`src/rtl/comb_decimator_pkg.sv`:
```
// comb_decimator_pkg: shared sizing helpers for the comb decimator
package comb_decimator_pkg;
  function automatic int cnt_w(input int r);
    return (r > 1) ? $clog2(r) : 1;
  endfunction
endpackage

```
`src/rtl/delay_line.sv`:
```
// delay_line: async-cleared shift register of past kept samples, returns the oldest
module delay_line #(
  parameter int m = 17,
  parameter int d = 1
) (
  input  logic         clk,
  input  logic         clr_n,
  input  logic         shift,
  input  logic [m-1:0] din,
  output logic [m-1:0] dout
);
  logic [m-1:0] hist [d];
  // shift a new kept sample in on each decimation event
  always_ff @(posedge clk or negedge clr_n)
    if (!clr_n) for (int i = 0; i < d; i++) hist[i] <= '0;
    else if (shift) begin
      hist[0] <= din;
      for (int i = 1; i < d; i++) hist[i] <= hist[i-1];
    end
  assign dout = hist[d-1];
endmodule

```
`src/rtl/comb_decimator.sv`:
```
// comb_decimator: keeps one sample in r and outputs its modular difference to the one kept d periods earlier
module comb_decimator
  import comb_decimator_pkg::*;
#(
  parameter int m = 17,
  parameter int r = 4,
  parameter int d = 1
) (
  input  logic         clk,
  input  logic         clr_n,
  input  logic         en,
  input  logic [m-1:0] in,
  output logic [m-1:0] out,
  output logic         stb
);
  localparam int cw = cnt_w(r);
  localparam logic [cw-1:0] last = cw'(r - 1);
  generate
    if (m < 1 || r < 1 || r > 256 || d < 1 || d > 4) begin : g_bad_param
      $error("comb_decimator: parameter out of range");
    end
  endgenerate
  logic [cw-1:0] phase;
  logic [m-1:0]  old;
  logic          dec;
  assign dec = en && phase == last;
  // count accepted samples modulo r; holds while en is low
  always_ff @(posedge clk or negedge clr_n)
    if (!clr_n) phase <= '0;
    else if (en) phase <= dec ? '0 : phase + 1'b1;
  // comb difference wraps modulo 2^m so upstream integrator overflow cancels
  always_ff @(posedge clk or negedge clr_n)
    if (!clr_n) begin
      out <= '0;
      stb <= 1'b0;
    end else begin
      stb <= dec;
      if (dec) out <= in - old;
    end
  delay_line #(.m(m), .d(d)) u_hist (
    .clk  (clk),
    .clr_n(clr_n),
    .shift(dec),
    .din  (in),
    .dout (old)
  );
endmodule

```
`config.mk`:
```
export PLATFORM = sky130hd
export DESIGN_NAME = comb_decimator
export DESIGN_NICKNAME = d
export VERILOG_FILES = /design/src/rtl/comb_decimator_pkg.sv /design/src/rtl/delay_line.sv /design/src/rtl/comb_decimator.sv
export SDC_FILE = /design/constraint.sdc
export NUM_CORES = 1
export LEC_CHECK = 0
export ABC_AREA = 0
export CORE_ASPECT_RATIO = 1.75
export CORE_MARGIN = 1.5
export CORE_UTILIZATION = 35
export DETAILED_ROUTE_END_ITERATION = 12
export GPL_TIMING_DRIVEN = 0
export PLACE_DENSITY = 0.6
export SLEW_MARGIN = 10
export SYNTH_ARGS = -nofsm -noshare
export SYNTH_HDL_FRONTEND = slang
export SYNTH_SLANG_ARGS = --single-unit
```
`constraint.sdc`:
```
create_clock -name clk -period 4.35 [get_ports clk]
set_input_delay 1.305 -clock clk [delete_from_list [all_inputs] [get_ports clk]]
set_output_delay 1.305 -clock clk [all_outputs]
set_load 0.02 [all_outputs]
```
Yosys cells after proc, flatten, opt, wreduce, memory -nomap -nowiden
Cells that the tools add are included.
{"block": "word_totals", "wordCells": 9, "regBits": 37, "out_inout_bits": 18}
{"block": "op_classes", "eq_ne": 1, "n_mux": 1, "n_reduce_logical": 1, "addsub": 2}
{"operator": "subtractor 17 bit", "count": 1}
{"operator": "adder 2 x 1 -> 2 bit (second input constant)", "count": 1}
{"operator": "equality test 2 bit (second input constant)", "count": 1}
{"operator": "2-to-1 mux 2 bit", "count": 1}
{"operator": "logical AND 1 bit", "count": 1}

Logic depth before layout (Yosys ltp)
{"block": "logic_depth", "ltp_word": 3, "depth_mapped": 9, "mapped_depth_nobuf": 9}

By module
Synthesis repeated with hierarchy kept, for this count alone.
{"block": "hier_totals", "cells_unflattened": 222, "area_unflattened_um2": 2243.4}
{"mod": "comb_decimator", "cells_per_inst": 186, "n_inst": 1, "area_per_inst_um2": 1557.7, "seq_area_each_um2": 500.5}
{"mod": "delay_line", "cells_per_inst": 36, "n_inst": 1, "area_per_inst_um2": 685.7, "seq_area_each_um2": 425.4}

Least setup slack after synthesis
OpenSTA, ideal clock, no wires.
{"block": "synth_timing", "kind": "input-to-reg", "from": "input port in[0]", "to": "register out[14]", "slack_ps": 1433, "required_time_ps": 4219, "cell_stages": 9, "arrival_time_ps": 2786, "n_path_buf": 0, "cell_sequence": "inv_1 -> ha_1 -> fa_1 -> nor2b_1 -> o2111ai_1 -> a211oi_1 -> o21ai_1 -> xor2_1 -> o21ai_1"}
{"block": "synth_via", "elab_chain_len": 1}
{"item": "start, declared", "line_no": "comb_decimator.sv:12", "rtl": "input logic [m-1:0] in,"}
{"item": "subtractor 17 bit", "line_no": "comb_decimator.sv:38", "rtl": "if (dec) out <= in - old;"}
{"item": "end signal, assigned", "line_no": "comb_decimator.sv:38"}
{"item": "end, declared", "line_no": "comb_decimator.sv:13", "rtl": "output logic [m-1:0] out,"}
Every way passes these cells.
A chain may end at the register's enable or synchronous reset.

Worst setup path in the final report
Ends and elaborated chain as after synthesis.

==> implementation parameters <==
Parameter                              Value

Synthesis
  Synth Area in Compound Gates    between 10% and 20%
  Mux contribution to synthesized area    2.45%
  Part of the Yosys area used for sequential elements    43.1%
  Post-synthesis share of cell area spent on full adders, half adders and majority gates    10.8%
  Dominant combinational cell family by area after synthesis    compound AO/OA/AOI/OAI gates
  Ys async rst share    100%
  Avg Cell Area, Syn    8.98 um2
  Fraction of synthesized cell area taken by the top area cell type    between 40% and 50%
  Number of enable flip-flop cells after synthesis    0
  Synth top area cells    sky130_fd_sc_hd__dfrtp_1 (43%), sky130_fd_sc_hd__ha_1 (9.9%), sky130_fd_sc_hd__nand2_1 (7.9%), sky130_fd_sc_hd__o21ai_0 (4.9%), sky130_fd_sc_hd__o21ai_1 (4.9%)
  Post-synthesis cell type with the largest combined area    sky130_fd_sc_hd__dfrtp_1
  Post-synthesis xor/xnor area fraction    5.71%
  Simple-gate share of the synthesized area    13.6%
  Most instantiated flip-flop cell in the synthesis netlist    sky130_fd_sc_hd__dfrtp_1
  Mapped Cells    roughly 240
  Nets in the synthesized netlist    277
  Post-Synthesis Cell Area    2150 um2
  Yosys warning total    0
  Flip-flop and latch count after synthesis    37
  Synth cell types    38

Detailed routing
  Routed via count divided by cell count    4.92
  Count of nets left with antenna violations after detail routing    0
  Vias    1786
  Mean routed wirelength per cell    12.9 um
  DRT Wirelength    4.70 mm
  First drt pass iteration count    4
  Violation count after the first detailed-route iteration    46
  Remaining DRCs    0

Die
  Number of top-level pins    38
  Effective utilization at floorplan    36.5%
  Die span in x    62.2 um
  Die outline area    6630 um2
  Number of core rows    37
  Area inside the core boundary    5880 um2
  Vertical extent of the die    107 um

Layout
  Antenna diode count    0
  Ratio of cells with drive above 1 in the final layout    5.96%
  Post-Route Utilization    46.9%
  NumNets Final    322
  Non-Filler Instances    363
  Post-route design area    2760 um2
  Area growth syn-to-layout    28.5%

Power and ir drop
  Leakage power    between 1 and 1.5 nW
  Psw    0.827 mW
  Power per Cell Area    between 700 and 800 nW/um2
  Comb pwr share    55.8%
  Sequential share of power    28.4%
  Switching power as a share of total power    41.2%
  Internal Power    1.18 mW
  Clock network fraction of design power    15.7%
  Overall power of the completed layout    around 2.0 mW
  Peak VDD IR    between 0.2 and 0.25 mV

Worst setup path
  Largest driver fanout on the critical path    3
  Req. time, crit path    4.52 ns
  Delay of the slowest cell on the worst path    roughly 0.45 ns
  Cell class contributing the biggest share of worst-path delay    compound AO/OA/AOI/OAI gates
  Kind of start point of the critical path    input port
  Library cell appearing most often on the critical path    sky130_fd_sc_hd__o21ai_1
  Crit-path cells    clkdlybuf4s50_1 > inv_1 > ha_1 > fa_1 > nor2b_1 > o2111ai_1 > a211oi_1 > o21ai_1 > xor2_1 > o21ai_1
  Arrival time worst endpoint    3.54 ns
  Setup CP Type    input port to register
  Slowest stage cell on the critical path    sky130_fd_sc_hd__clkdlybuf4s50_1
  Crit path capture type    register
  Critical path buffers and inverters    2

Placement
  Post-place setup slack    0.688 ns
  Placed Cells    around 360
  Number of buffers inserted by port buffering    37
  Post-placement cell area    2640 um2
  HPWL reported at the end of detailed placement    between 3 and 4 mm
  GPL Wtd Cong    0.827

Clock tree
  Skew-Pair Late Insertion Delay    0.29 ns
  Clock tree from TritonCTS    built
  Clock Tree Root    sky130_fd_sc_hd__clkbuf_8
  CTS clk-pin slew, worst paths    ~0.080 ns
  CTS H-tree depth    2
  # clock sinks    37
  CTS Hold Bufs    0
  Clock buffer count from CTS    5
  Number of post-CTS setup repair buffers    0
  Worst-case clock buffer depth    2
  Resized cells post-CTS    0

Run
  Count of maximum capacitance violations    0

Timing
  Final critical-path required period    3.37 ns
  Slew at the pin with the worst max-slew slack    0.496 ns
  Final hold slack    roughly 0.48 ns
  Fin Clk Skew    approximately 0.0064 ns
  Final number of setup-violating endpoints    0
  Maximum clock frequency    297 MHz
  Final worst path period share    77.5%
  Final count of pins violating max slew    0
  Final Worst Setup Slack    just under 1 ns
  Final sum of negative setup slack    0 ns
  Remaining max-slew budget at the tightest pin    66.9%
  Unrepaired setup endpoints after global routing    no
  Final hold violation count    0

GRT
  Initial antenna violation count    0
  GRT Overall Usage    ~15%
  First-pass GRT wire length    8.10 mm
  Via count of the first global-routing pass    1834
  Global route total overflow    0
  Maximum number of pins on one net before global-route repair    23

Worst hold path
  Kind of path behind the tightest hold check    register to register

Status
  Run status    finished, final reports clean
## Yosys cell counts (all sizes together) (2+ instances only)
cell type and instances:
nor2 7, a21oi 10, inv 19, o21ai 42, nand2 45, a311oi 2
a21o 5, mux2 2, mux2i 3, nand2b 3, nand4 2, ha 17
dfrtp 37, xor2 8, xnor2 6, nor2b 2, clkbuf 6, nand3 5
buf 3, a31oi 2
## sequential cells by signal, indices dropped and copies added, names as in the netlist
| register | count |
|---|---|
| out | 17 |
| u_hist.dout | 17 |
| phase | 2 |
| stb | 1 |
## power groups by stage
| stage | registers [mW] | logic, mW | clock network [mW] |
|---|---|---|---|
| 2_1_floorplan | 0.659 | 0.692 | 0 |
| 3_3_place_gp | 0.574 | 1.11 | 0 |
| 3_5_place_dp | 0.581 | 1.12 | 0 |
| 4_1_cts | 0.573 | 1.13 | 0.324 |
| 5_1_grt | 0.592 | 1.25 | 0.340 |
| 6_report | 0.570 | 1.12 | 0.316 |
## path summary, 6_finish.rpt
| check | start | depth (start not counted) | slack [ns] | end |
|---|---|---|---|---|
| hold / removal | out[3] | 2 | 0.48 | out[3] |
| max in group asynchronous | clr_n | 2 | 2.96 | out[16] |
| setup / recovery | in[0] | 10 | 0.98 | out[14] |
| hold reg to reg | out[3] | 2 | 0.48 | out[3] |
| setup reg to reg | u_hist.dout[0] | 8 | 2.10 | out[14] |
| min in group asynchronous | clr_n | 1 | 0.93 | u_hist.dout[4] |
## metal layers
metal / up-vias / wire length (um) / track usage (%)
li1: 911 / - / -
met1: 839 / 1940 / 16.2
met2: 30 / 2530 / 29.4
met3: 6 / 136 / 2.62
met4: 0 / 91 / 6.67
met5: - / 0 / 0
## worst register-to-register path, stage by stage (launching register included)
cell and delay (ns):
sky130_fd_sc_hd__dfrtp_1 0.39, sky130_fd_sc_hd__ha_1 0.22, sky130_fd_sc_hd__fa_1 0.40, sky130_fd_sc_hd__nor2b_1 0.16, sky130_fd_sc_hd__o2111ai_1 0.19, sky130_fd_sc_hd__a211oi_1 0.37
sky130_fd_sc_hd__o21ai_1 0.14, sky130_fd_sc_hd__xor2_1 0.17, sky130_fd_sc_hd__o21ai_1 0.07
## placed cells by master, fill, tap and decap left out, drive strengths merged, types with 5 or more instances in the layout
cell,count
a21o,5
xor2,8
o21ai,42
clkdlybuf4s50,36
dfrtp,37
clkbuf,12
nand3,5
nor2,7
nand2,45
ha,17
buf,5
xnor2,6
inv,19
a21oi,10
## kinds of logic (layout without fill, tap and decap cells)
kind of cell               after synthesis  after routing
xor gates and xnor gates                14             14
adders and majority gates               18             18
DFF                                     37             37
muxes                                    5              5
and+or+nand+nor                         67             67
AOI/OAI and AO/OA                       70             70
buffers and inverters                   28             74
## area by class of cell
type / instances / area [um2]
Fill cell: 607 / 3120
Multi-Input combinational cell: 174 / 1110
Sequential cell: 37 / 926
Timing Repair Buffer: 38 / 393
Tap cell: 78 / 97.6
Clock buffer: 6 / 82.6
Inverter: 19 / 71.3
Clock inverter: 2 / 37.5
Buffer: 9 / 35.0
Note: power is estimated with default switching activity, not from simulation.
